<file path="src/rtl/counter_seq_pkg.sv">
// counter_seq_pkg: shared types and constants for the interval sequencer.
//   state_e       : sequencer FSM state (IDLE / RUN / HOLD)
//   MODE_ONESHOT  : expire once, then return to IDLE
//   MODE_PERIODIC : auto-reload the interval after every expire
package counter_seq_pkg;

  typedef enum logic [1:0] {
    IDLE = 2'b00,
    RUN  = 2'b01,
    HOLD = 2'b10
  } state_e;

  localparam logic MODE_ONESHOT  = 1'b0;
  localparam logic MODE_PERIODIC = 1'b1;

endpackage

</file>
<file path="src/rtl/interval_down_counter.sv">
// interval_down_counter: WIDTH-bit loadable down counter (datapath only).
//   clk   : rising-edge clock
//   reset : synchronous active-high clear
//   load  : load q <= d (wins over en)
//   en    : decrement q by one
//   d     : load value
//   q     : current count
//   zero  : q == 0
module interval_down_counter #(
  parameter int WIDTH = 4
) (
  input  logic             clk,
  input  logic             reset,
  input  logic             load,
  input  logic             en,
  input  logic [WIDTH-1:0] d,
  output logic [WIDTH-1:0] q,
  output logic             zero
);

  always_ff @(posedge clk) begin
    if (reset)     q <= '0;
    else if (load) q <= d;
    else if (en)   q <= q - WIDTH'(1);
  end

  assign zero = (q == '0);

endmodule

</file>
<file path="src/rtl/counter_sequencer.sv">
// counter_sequencer: programmable interval controller driving a down counter.
//   clk      : rising-edge clock
//   reset    : synchronous active-high clear of all state
//   start    : begin an interval (honoured only in IDLE)
//   stop     : abort from RUN/HOLD, no expire
//   pause    : freeze count while high in RUN
//   mode     : 0 one-shot, 1 periodic (captured at start)
//   load_val : interval value (captured at start)
//   count    : registered counter value
//   busy     : RUN or HOLD
//   paused   : HOLD
//   expire   : one-cycle pulse in the cycle count shows 0
module counter_sequencer
  import counter_seq_pkg::*;
#(
  parameter int WIDTH = 4
) (
  input  logic             clk,
  input  logic             reset,
  input  logic             start,
  input  logic             stop,
  input  logic             pause,
  input  logic             mode,
  input  logic [WIDTH-1:0] load_val,
  output logic [WIDTH-1:0] count,
  output logic             busy,
  output logic             paused,
  output logic             expire
);

  state_e             state_q, state_d;
  logic [WIDTH-1:0]   reload_q;
  logic               mode_q;
  logic               expire_q, expire_d;
  logic               busy_q, paused_q;
  logic               capture;

  logic               dp_load, dp_en;
  logic [WIDTH-1:0]   dp_d;
  logic [WIDTH-1:0]   cnt_q;
  logic               cnt_zero;
  logic               cnt_one;

  interval_down_counter #(.WIDTH(WIDTH)) u_cnt (
    .clk   (clk),
    .reset (reset),
    .load  (dp_load),
    .en    (dp_en),
    .d     (dp_d),
    .q     (cnt_q),
    .zero  (cnt_zero)
  );

  assign cnt_one = (cnt_q == WIDTH'(1));

  always_comb begin
    state_d  = state_q;
    dp_load  = 1'b0;
    dp_en    = 1'b0;
    dp_d     = '0;
    expire_d = 1'b0;
    capture  = 1'b0;
    unique case (state_q)
      IDLE: begin
        if (start) begin
          dp_load = 1'b1;
          if (load_val != '0) begin
            capture = 1'b1;
            dp_d    = load_val;
            state_d = RUN;
          end else begin
            // zero interval: expire immediately, never enter RUN
            expire_d = 1'b1;
          end
        end
      end
      RUN: begin
        if (stop) begin
          dp_load = 1'b1;
          state_d = IDLE;
        end else if (pause) begin
          state_d = HOLD;
        end else if (cnt_zero) begin
          // only reachable in periodic mode: reload after the expire cycle
          dp_load = 1'b1;
          dp_d    = reload_q;
        end else begin
          dp_en = 1'b1;
          if (cnt_one) begin
            expire_d = 1'b1;
            if (mode_q == MODE_ONESHOT) state_d = IDLE;
          end
        end
      end
      HOLD: begin
        if (stop) begin
          dp_load = 1'b1;
          state_d = IDLE;
        end else if (!pause) begin
          // resume edge only changes state; counting picks up next cycle
          state_d = RUN;
        end
      end
      default: state_d = IDLE;
    endcase
  end

  always_ff @(posedge clk) begin
    if (reset) begin
      state_q  <= IDLE;
      reload_q <= '0;
      mode_q   <= MODE_ONESHOT;
      expire_q <= 1'b0;
      busy_q   <= 1'b0;
      paused_q <= 1'b0;
    end else begin
      state_q  <= state_d;
      if (capture) begin
        reload_q <= load_val;
        mode_q   <= mode;
      end
      expire_q <= expire_d;
      // flags registered from next state so they align with count
      busy_q   <= (state_d != IDLE);
      paused_q <= (state_d == HOLD);
    end
  end

  assign count  = cnt_q;
  assign busy   = busy_q;
  assign paused = paused_q;
  assign expire = expire_q;

endmodule

</file>
<file path="config.mk">
export PLATFORM = sky130hd
export DESIGN_NAME = counter_sequencer
export DESIGN_NICKNAME = d
export VERILOG_FILES = /design/src/rtl/counter_seq_pkg.sv /design/src/rtl/interval_down_counter.sv /design/src/rtl/counter_sequencer.sv
export SDC_FILE = /design/constraint.sdc
export NUM_CORES = 1
export LEC_CHECK = 0
export ABC_AREA = 1
export CAP_MARGIN = 15
export CORE_MARGIN = 2
export CORE_UTILIZATION = 40
export CTS_CLUSTER_DIAMETER = 60
export DETAILED_ROUTE_END_ITERATION = 10
export PLACE_DENSITY = 0.69
export SETUP_SLACK_MARGIN = 0.4
export SLEW_MARGIN = 10
export SYNTH_ARGS = -nofsm -noshare
export SYNTH_HDL_FRONTEND = slang
export SYNTH_SLANG_ARGS = --single-unit
</file>
<file path="constraint.sdc">
create_clock -name clk -period 1.3 [get_ports clk]
set_input_delay 0.39 -clock clk [delete_from_list [all_inputs] [get_ports clk]]
set_output_delay 0.39 -clock clk [all_outputs]
set_load 0.02 [all_outputs]
</file>
==> results of run 1 <==
path summary, 6_finish.rpt:
path	from	endpoint	slack [ns]	cells after the start
setup / recovery	u_cnt.q[1]	u_cnt.q[1]	-0.02	9
hold / removal	reload_q[2]	reload_q[2]	0.46	2
setup reg to reg	u_cnt.q[1]	u_cnt.q[1]	-0.02	9
hold reg to reg	reload_q[2]	reload_q[2]	0.46	2
repair_timing:
action,CTS,global route
resized for setup,83,7
pin swaps,16,14
endpoints found under the setup margin,21,21
buffers inserted,4,4
stage by stage:
stage / setup WS [ns] / cell area, um^2 / hold slack (ns)
2_1_floorplan: 0.0277 / 791 / 0.428
3_3_place_gp: -0.407 / 1050 / 0.443
3_5_place_dp: -0.412 / 1050 / 0.448
5_1_grt: -0.0685 / 1260 / 0.479
6_report: -0.0197 / 1260 / 0.464
4_1_cts: -0.00532 / 1200 / 0.467
per-layer routing:
metal / wire length [um] / global-route usage, %
met1: 870 / 25.6
met2: 902 / 33.4
met3: 56 / 2.31
met4: 70 / 11.7
met5: 0 / 0
synthesized netlist by cell type:
| cell type | count | area (um^2) |
|---|---|---|
| o21ai_0 | 1 | 5.00 |
| dfxtp_1 | 14 | 280 |
| nand3_1 | 14 | 70.1 |
| or2_2 | 1 | 6.26 |
| nor3_4 | 1 | 16.3 |
| or2_4 | 1 | 8.76 |
| nor2_1 | 12 | 45.0 |
| ha_1 | 2 | 25.0 |
| nand4_1 | 1 | 6.26 |
| a21oi_1 | 11 | 55.1 |
| inv_1 | 10 | 37.5 |
| inv_2 | 4 | 15.0 |
| nor2_4 | 2 | 22.5 |
| xor2_1 | 1 | 8.76 |
| nand3b_1 | 1 | 7.51 |
| nand2_1 | 32 | 120 |
| nand2_2 | 2 | 12.5 |
worst reg2reg max path, delay by kind of cell, from the launching register on:
family                   cells  cell delay (ns)
flip-flops                   1             0.36
adder cells (fa/ha/maj)      1             0.15
buffers and inverters        2             0.16
AND/OR/NAND/NOR              6             0.55
sequential cells by signal, indices dropped and copies added (netlist names):
signal and cells:
state_q 2, reload_q 4, mode_q 1, paused 1, expire 1, busy 1
u_cnt.q 4
where the power goes:
| group | internal [mW] | total (mW) | switching [mW] | leakage (nW) |
|---|---|---|---|---|
| clock network | 0.119 | 0.269 | 0.150 | 0.0150 |
| registers | 0.463 | 0.492 | 0.0295 | 0.120 |
| logic | 0.226 | 0.475 | 0.249 | 0.463 |
cell type report:
class	instances	area share, %
Multi-Input combinational cell	82	43.9
Sequential cell	14	23.9
Timing Repair Buffer	31	22.6
Inverter	14	5.15
Tap cell	25	2.48
Clock buffer	4	2.08
kinds of logic (layout without fill, tap and decap cells):
| family | Yosys count | in the layout | synth area share, % |
|---|---|---|---|
| simple gates | 67 | 67 | 42.5 |
| flops | 14 | 14 | 37.8 |
| buf+inv | 14 | 49 | 7.08 |
| compound gates | 12 | 12 | 8.09 |
| fa+ha+maj | 2 | 2 | 3.37 |
| xor+xnor | 1 | 1 | 1.18 |
==> results.ini, run 1 <==
[status]
status = finished with violations
violations = setup timing

[route]
vias = 792
avgViaCountPerCell = 4.66
dr.pass1.iters = 5
drt-initial-drc-count = 11
antenna_left = 0
routed_wl_mm = 1.90
remaining_drc_errors = 0
post_drt_wl_per_cell_um = 11.2

[clock_network]
tritoncts = built
clock_latency_ns = 0.29
cts_made_buffers = 3
clock-sinks = 14
root_buffer = clkbuf_4
cts_buffer_depth = 2
cts_hold_repair.buffers = 0
htree_levels = 1
path_clk_slew_ns = 0.09

[power_and_ir_drop]
powerDensity_nw_per_um2 = 979
vdd_drop_max_mv = 0.737
power.leakage_nw = 0.598
p_total_mw = 1.24

[place]
hpwl_mm = 1.38
routabilityCongestion = 0.845
io_buffers = 16
dpl.cell_count = 158

[flow_run]
drv_cap = 0

[setup_path]
cp_max_fo = 6
crit_type = flop to flop
slowest_stage = dfxtp_4
arrival_ns = 1.51
crit_chain = inv_4 -> ha_4 -> nand2_4 -> nor2_4 -> nor3_4 -> inv_2 -> nand3_1 -> nand2_1 -> nor2_1
startpoint_type = flop
critPathBufInv = 2
cp_top_family = simple AND/OR/NAND/NOR gates
max_stage_delay_ns = 0.36
crit_required_ns = 1.49
end_kind = flop

[cells_and_area]
final_cell_mix = nand2_1, buf_4, nor2_1
final_util_pct = 73.2
area_growth_pct = 70.3
stdcell_count = 170
final_common_cell = nand2_1
multi_input_area_um2 = 554
drive_above_1_share_pct = 51.0
regArea_um2 = 302
num-fill-cells = 138
diodes = 0
fin_nets = 158

[timing]
hold_violations = 0
timing.final.ws_setup_ns = -0.0197
clock_skew_ns = 0.00387
slew-limit-headroom_pct = 83.5
max_freq_ghz = 0.758
fin_setup_tns_ns = -0.0197
finalCriticalPeriod_ns = 1.32
drv_slew = 0
rsz0062_at_grt = true
worstMarginPinSlew_ns = 0.245
setup_viol = 1
post-route-period-util_pct = 102

[global_route]
antenna_found_initial = 0
track_usage_pct = 20.3
overflow = 0
first_global_vias = 720
grt_pass1_wl_mm = 3.09
grt_max_degree = 9

[logic_synthesis]
syn_inst = 110
ys_ff_latch = 14
netlist_area_um2 = 742
synth_cell_types = 17
synth.avg_cell_area_um2 = 6.75
ys_seq_area_share_pct = 37.8
syn_nets = 122
synth_warnings = 0

[die]
die_x_um = 47.1
io_pins = 17
die_area_um2 = 2220
coreArea_um2 = 1730
die_y_um = 47.1
initial_core_util_pct = 43.0
std_cell_rows = 15

[hold_path]
hp-class = flop to flop

(Power assumes the default switching activity.)
==> run 2, diff against run 1 <==
Settings changed: ABC_CLOCK_PERIOD_IN_PS set to 1300.
==> results of run 2 <==
The final DEF is identical to that of run 1; final timing and power are the same.
==> run 3, diff against run 2 <==
Settings changed: CTS_BUF_LIST set to sky130_fd_sc_hd__clkbuf_8 sky130_fd_sc_hd__clkbuf_16, SLEW_MARGIN 10 to 20.
==> results.ini, run 3 (synthesized netlist as in run 1, its figures left out) <==
[status]
status = finished with violations
violations = setup timing

[setup_path]
slowest_stage = dfxtp_4
crit_type = flop to flop
max_stage_delay_ns = 0.37
critPathBufInv = 2
cpMostUsedCell = nor2_1
end_kind = flop
r2r_setup_slack_ns = -0.06
startpoint_type = flop
timing.rr.end = u_cnt.q[3]
crit_required_ns = 1.45
cp_max_fo = 6
crit_chain = inv_6 -> ha_4 -> nand2_4 -> nor2_4 -> nor3_4 -> buf_4 -> a21oi_2 -> nor2_1 -> nor2_1
reg2reg_from = u_cnt.q[1]
arrival_ns = 1.51
cp_top_family = simple AND/OR/NAND/NOR gates
r2r_cells = 9

[place]
dp_slack_ns = -0.412
io_buffers = 16
routabilityCongestion = 0.845
hpwl_mm = 1.38

[route]
dr.pass1.iters = 6
post_drt_wl_per_cell_um = 12.4
avgViaCountPerCell = 4.81
antenna_left = 0
drt-initial-drc-count = 18
routed_wl_mm = 2.16
vias = 837
remaining_drc_errors = 0

[clock_network]
htree_levels = 1
tritoncts = built
root_buffer = clkbuf_8
cts_made_buffers = 3
clock_latency_ns = 0.25
cts_hold_repair.buffers = 0
clock-sinks = 14
cts_buffer_depth = 2
path_clk_slew_ns = 0.06

[die]
io_pins = 17
die_x_um = 47.1
std_cell_rows = 15
die_area_um2 = 2220
coreArea_um2 = 1730
die_y_um = 47.1
initial_core_util_pct = 43.0

[cells_and_area]
diodes = 0
final_cell_mix = nand2_1, buf_4, nand3_1, buf_6
final_common_cell = nand2_1
fin_nets = 162
reg.largest.list = reload_q x4, u_cnt.q x4, state_q x2
area_growth_pct = 81.8
drive_above_1_share_pct = 56.4

[global_route]
busiest_layer = met2
grt_use_met3_pct = 4.62
use_met2_pct = 33.2
grt_pass1_wl_mm = 3.10
antenna_found_initial = 0
first_global_vias = 714
grtUsageMet1_pct = 25.9
grt_max_degree = 9
track_usage_pct = 20.6
overflow = 0

[flow_run]
drv_cap = 0

[timing]
setup_viol = 4
hold_violations = 0
timing.final.ws_setup_ns = -0.0607
post-route-period-util_pct = 105
worstMarginPinSlew_ns = 0.238
slew-limit-headroom_pct = 83.9
finalCriticalPeriod_ns = 1.36
clock_skew_ns = 0.00229
fin_setup_tns_ns = -0.130
max_freq_ghz = 0.735
rsz0062_at_grt = true
drv_slew = 0

[power_and_ir_drop]
powerDensity_nw_per_um2 = 1040
vdd_drop_max_mv = 0.897
p_sw_mw = 0.468
sequentialPowerShare_pct = 35.5
power.leakage_nw = 0.630
swShare_pct = 33.5
power.share.combinational_pct = 37.6
p_int_mw = 0.929
pwr-share-clk_pct = 26.9

[hold_path]
whs_path_depth = 2
hp-class = flop to flop
worstHoldStart = reload_q[2]
whs_endpoint = reload_q[2]

==> run 3: cell types whose count changed in the layout (fill, tap and decap cells not counted), sizes merged <==
cell	previous run	this run
inv	14	15
clkdlybuf4s15	0	1
dlygate4sd2	8	7
clkbuf	4	3
buf	22	26
==> run 3: timing repair <==
item,in CTS,in global routing
hold endpoints to repair,0,0
gates resized for setup,77,24
buffers inserted,5,7
setup endpoints to repair,21,21
pin swaps,16,8
==> run 3: layer usage <==
| metal | vias to the layer above | share of wire [%] |
|---|---|---|
| li1 | 429 | - |
| met3 | 6 | 3.8 |
| met4 | 0 | 1.9 |
| met5 | - | 0 |
| met2 | 22 | 49 |
| met1 | 380 | 45 |
==> run 3: final cells by class <==
cell class	instances	area, um^2
Multi-Input combinational cell	82	579
Clock inverter	1	3.75
Timing Repair Buffer	35	324
Tap cell	25	31.3
Inverter	14	67.6
Sequential cell	14	302
Fill cell	127	378
Clock buffer	3	41.3
==> run 3: stage by stage <==
step           std cells  power (mW)  hold slack [ns]  cell area, um^2  util, %
5_1_grt              174        1.46            0.475             1350     78.1
6_report             174        1.40            0.463             1350     78.1
3_5_place_dp         158       0.882            0.448             1050     60.7
3_3_place_gp         158       0.876            0.443             1050     60.7
2_1_floorplan        110       0.728            0.428              791        -
4_1_cts              167        1.31            0.463             1220     70.6
==> run 3: power groups by stage <==
| stage | clock, mW | combinational [mW] | sequential, mW |
|---|---|---|---|
| 2_1_floorplan | 0 | 0.206 | 0.522 |
| 3_3_place_gp | 0 | 0.383 | 0.493 |
| 3_5_place_dp | 0 | 0.386 | 0.496 |
| 4_1_cts | 0.375 | 0.443 | 0.493 |
| 5_1_grt | 0.397 | 0.563 | 0.499 |
| 6_report | 0.376 | 0.525 | 0.495 |
==> run 3: tightest hold or removal path, stage by stage (launching register included) <==
cell and delay, ns:
dfxtp_1 0.31, nand2_2 0.07, a21oi_2 0.04
==> run 3: worst max-delay path by stage <==
stage | startpoint | end | slack [ns] | depth (start not counted)
2_1_floorplan | u_cnt.q[0] | u_cnt.q[0] | 0.03 | 8
3_3_place_gp | stop | u_cnt.q[0] | -0.41 | 7
3_5_place_dp | stop | u_cnt.q[0] | -0.41 | 7
4_1_cts | u_cnt.q[1] | u_cnt.q[0] | 0.004 | 8
5_1_grt | u_cnt.q[0] | u_cnt.q[3] | -0.11 | 9
6_report | u_cnt.q[1] | u_cnt.q[3] | -0.06 | 9
==> RTL edit, RTL diff (settings of run 2) <==
Add an input register stage for `start`, `stop`, `pause`, `mode` and `load_val`; this delays them by one clock. Comments in the files are not updated.
--- a/src/rtl/counter_sequencer.sv
+++ b/src/rtl/counter_sequencer.sv
@@ -28,4 +28,18 @@
   output logic             expire
 );
+
+  logic start_q;
+  logic stop_q;
+  logic pause_q;
+  logic mode_r;
+  logic [WIDTH-1:0] load_val_q;
+
+  always_ff @(posedge clk) begin
+    start_q    <= start;
+    stop_q     <= stop;
+    pause_q    <= pause;
+    mode_r     <= mode;
+    load_val_q <= load_val;
+  end
 
   state_e             state_q, state_d;
@@ -63,9 +77,9 @@
     unique case (state_q)
       IDLE: begin
-        if (start) begin
+        if (start_q) begin
           dp_load = 1'b1;
-          if (load_val != '0) begin
+          if (load_val_q != '0) begin
             capture = 1'b1;
-            dp_d    = load_val;
+            dp_d    = load_val_q;
             state_d = RUN;
           end else begin
@@ -76,8 +90,8 @@
       end
       RUN: begin
-        if (stop) begin
+        if (stop_q) begin
           dp_load = 1'b1;
           state_d = IDLE;
-        end else if (pause) begin
+        end else if (pause_q) begin
           state_d = HOLD;
         end else if (cnt_zero) begin
@@ -94,8 +108,8 @@
       end
       HOLD: begin
-        if (stop) begin
+        if (stop_q) begin
           dp_load = 1'b1;
           state_d = IDLE;
-        end else if (!pause) begin
+        end else if (!pause_q) begin
           // resume edge only changes state; counting picks up next cycle
           state_d = RUN;
@@ -117,6 +131,6 @@
       state_q  <= state_d;
       if (capture) begin
-        reload_q <= load_val;
-        mode_q   <= mode;
+        reload_q <= load_val_q;
+        mode_q   <= mode_r;
       end
       expire_q <= expire_d;
Formal check against the unedited RTL: not equivalent (a bounded check fails within 4 cycles, from zero or initial values and one cycle with reset high).
==> RTL edit against run 2 <==
  * The flow still finishes with violations (setup timing)
  * Combinational power increased by 13%
  * Synthesized cell count is 20% higher
  * Non-clock buffer count is 2 lower
  * Area after synthesis increased by 35%
  * Wire length is 22% higher
  * Count of clock-buffer cells in the layout is the same
  * Critical endpoint is now u_cnt.q[3]
  * Global-route usage fell by 4.3 points
  * Power up 40%
  * Core utilization down 8.9 points
  * Worst setup slack better by 11 ps
  * Sequential cell count up 8
  * Clock power increased by 63%
  * Die area is 32% higher
  * Cell area rose by 24%
==> RTL edit: results (changes against run 2) <==
All-Layer GR Usage: 16.1% (was 20.3%)
DRT Pass-1 Iters: 4 (was 5)
PnR worst setup slack: -8.99 ps (was -19.7 ps)
Wirelength per Cell: 11.9 um (was 11.2 um)
Synth top cells by count: nand2_1 (42), dfxtp_1 (22), nor2_1 (11) (was nand2_1 (32), dfxtp_1 (14), nand3_1 (14))
Post-DP HPWL: 1500 um (was 1380 um)
Placed insts: 183 (was 158)
Wire length of the first global-routing pass: 3440 um (was 3090 um)
Maximum vdd drop: 0.000688 V (was 0.000737 V)
Max Fanout on Critical Path: 4 (was 6)
Pin count of the biggest net entering global routing: 14 (was 9)
Status: complete, but fails checks (unchanged)
Setup TNS: -15.3 ps (was -19.7 ps)
Top cells by area, synth: dfxtp_1 (44%), nand2_1 (16%), a21oi_1 (4.5%) (was dfxtp_1 (38%), nand2_1 (16%), nand3_1 (9.4%))
Via count: 930 (was 792)
Syn Nets: 144 (was 122)
Biggest regs: load_val_q (4), reload_q (4), u_cnt.q (4) (was reload_q (4), u_cnt.q (4), state_q (2))
Vias in the first global route: 839 (was 720)
Synth cell types: 21 (was 17)
Slew HR: 85.1% (was 83.5%)
Initial drt markers: 17 (was 11)
Clock-pin slew on the worst setup and hold paths: 120 ps (was 90 ps)
Fin cells: 194 (was 170)
CP max stage delay: 380 ps (was 360 ps)
Sequential cell area fraction in the yosys report: 44.0% (was 37.8%)
Failing checks: setup timing (unchanged)
Final setup violating endpoints: 3 (was 1)
-- RTL edit: cells by family (layout without fill, tap and decap cells) --
| kind of cell | count (synthesis) | in the layout | synth area share (%) |
|---|---|---|---|
| flops | 22 | 22 | 44.0 |
| compound gates | 11 | 11 | 6.75 |
| simple gates | 79 | 79 | 39.8 |
| buf+inv | 18 | 50 | 7.00 |
| fa+ha+maj | 2 | 2 | 2.50 |
-- RTL edit: repair_timing --
action                                 CTS  global route
setup endpoints to repair               21            21
endpoints found under the hold margin    0             0
setup buffers                            0             7
cloned                                   0             0
pin swaps                                3            14
resized for setup                       49            40
-- RTL edit: power breakdown --
part / switching [W] / leakage (nW) / internal [W] / total, W
combinational: 0.000288 / 0.493 / 0.000250 / 0.000537
sequential: 0.0000395 / 0.187 / 0.000721 / 0.000760
clock: 0.000205 / 0.0261 / 0.000235 / 0.000439
total: 0.000532 / 0.706 / 0.00121 / 0.00174
-- RTL edit: worst reg2reg max path, delay by kind of cell, from the launching register on --
kind | cells | cell delay [ps]
AND/OR/NAND/NOR | 6 | 500
flip-flops | 1 | 380
adder cells (fa/ha/maj) | 1 | 170
AO/OA/AOI/OAI | 1 | 160
buffers and inverters | 1 | 50
-- RTL edit: per-stage QoR --
| stage | area [sq um] | setup WS, ps |
|---|---|---|
| 2_1_floorplan | 1060 | 102 |
| 3_5_place_dp | 1290 | -30.0 |
| 6_report | 1560 | -8.99 |
| 3_3_place_gp | 1290 | -28.3 |
| 4_1_cts | 1370 | 31.7 |
| 5_1_grt | 1560 | -69.8 |
-- RTL edit: layout make-up --
cell class / count / area (sq um)
fill: 215 / 870
inverter: 17 / 83.8
timing repair buffer: 29 / 275
sequential: 22 / 462
clock buffer: 4 / 47.5
tap: 30 / 37.5
multi-input combinational: 92 / 657
-- RTL edit: metal layers --
layer  global-route usage [%]  vias to the layer above  part of all wire [%]
met3                     3.33                        2                   3.1
met4                     5.00                        0                  0.56
met1                     21.2                      432                    44
met5                        0                        -                     0
met2                     26.2                       16                    52
li1                         -                      480                     -
-- RTL edit: final timing paths --
kind,from,slack [ps],cells past startpoint,endpoint
worst max-delay path,u_cnt.q[1],-9,9,u_cnt.q[3]
worst min-delay path,mode_r,470,2,mode_q
worst max register to register,u_cnt.q[1],-9,9,u_cnt.q[3]
worst min register to register,mode_r,470,2,mode_q
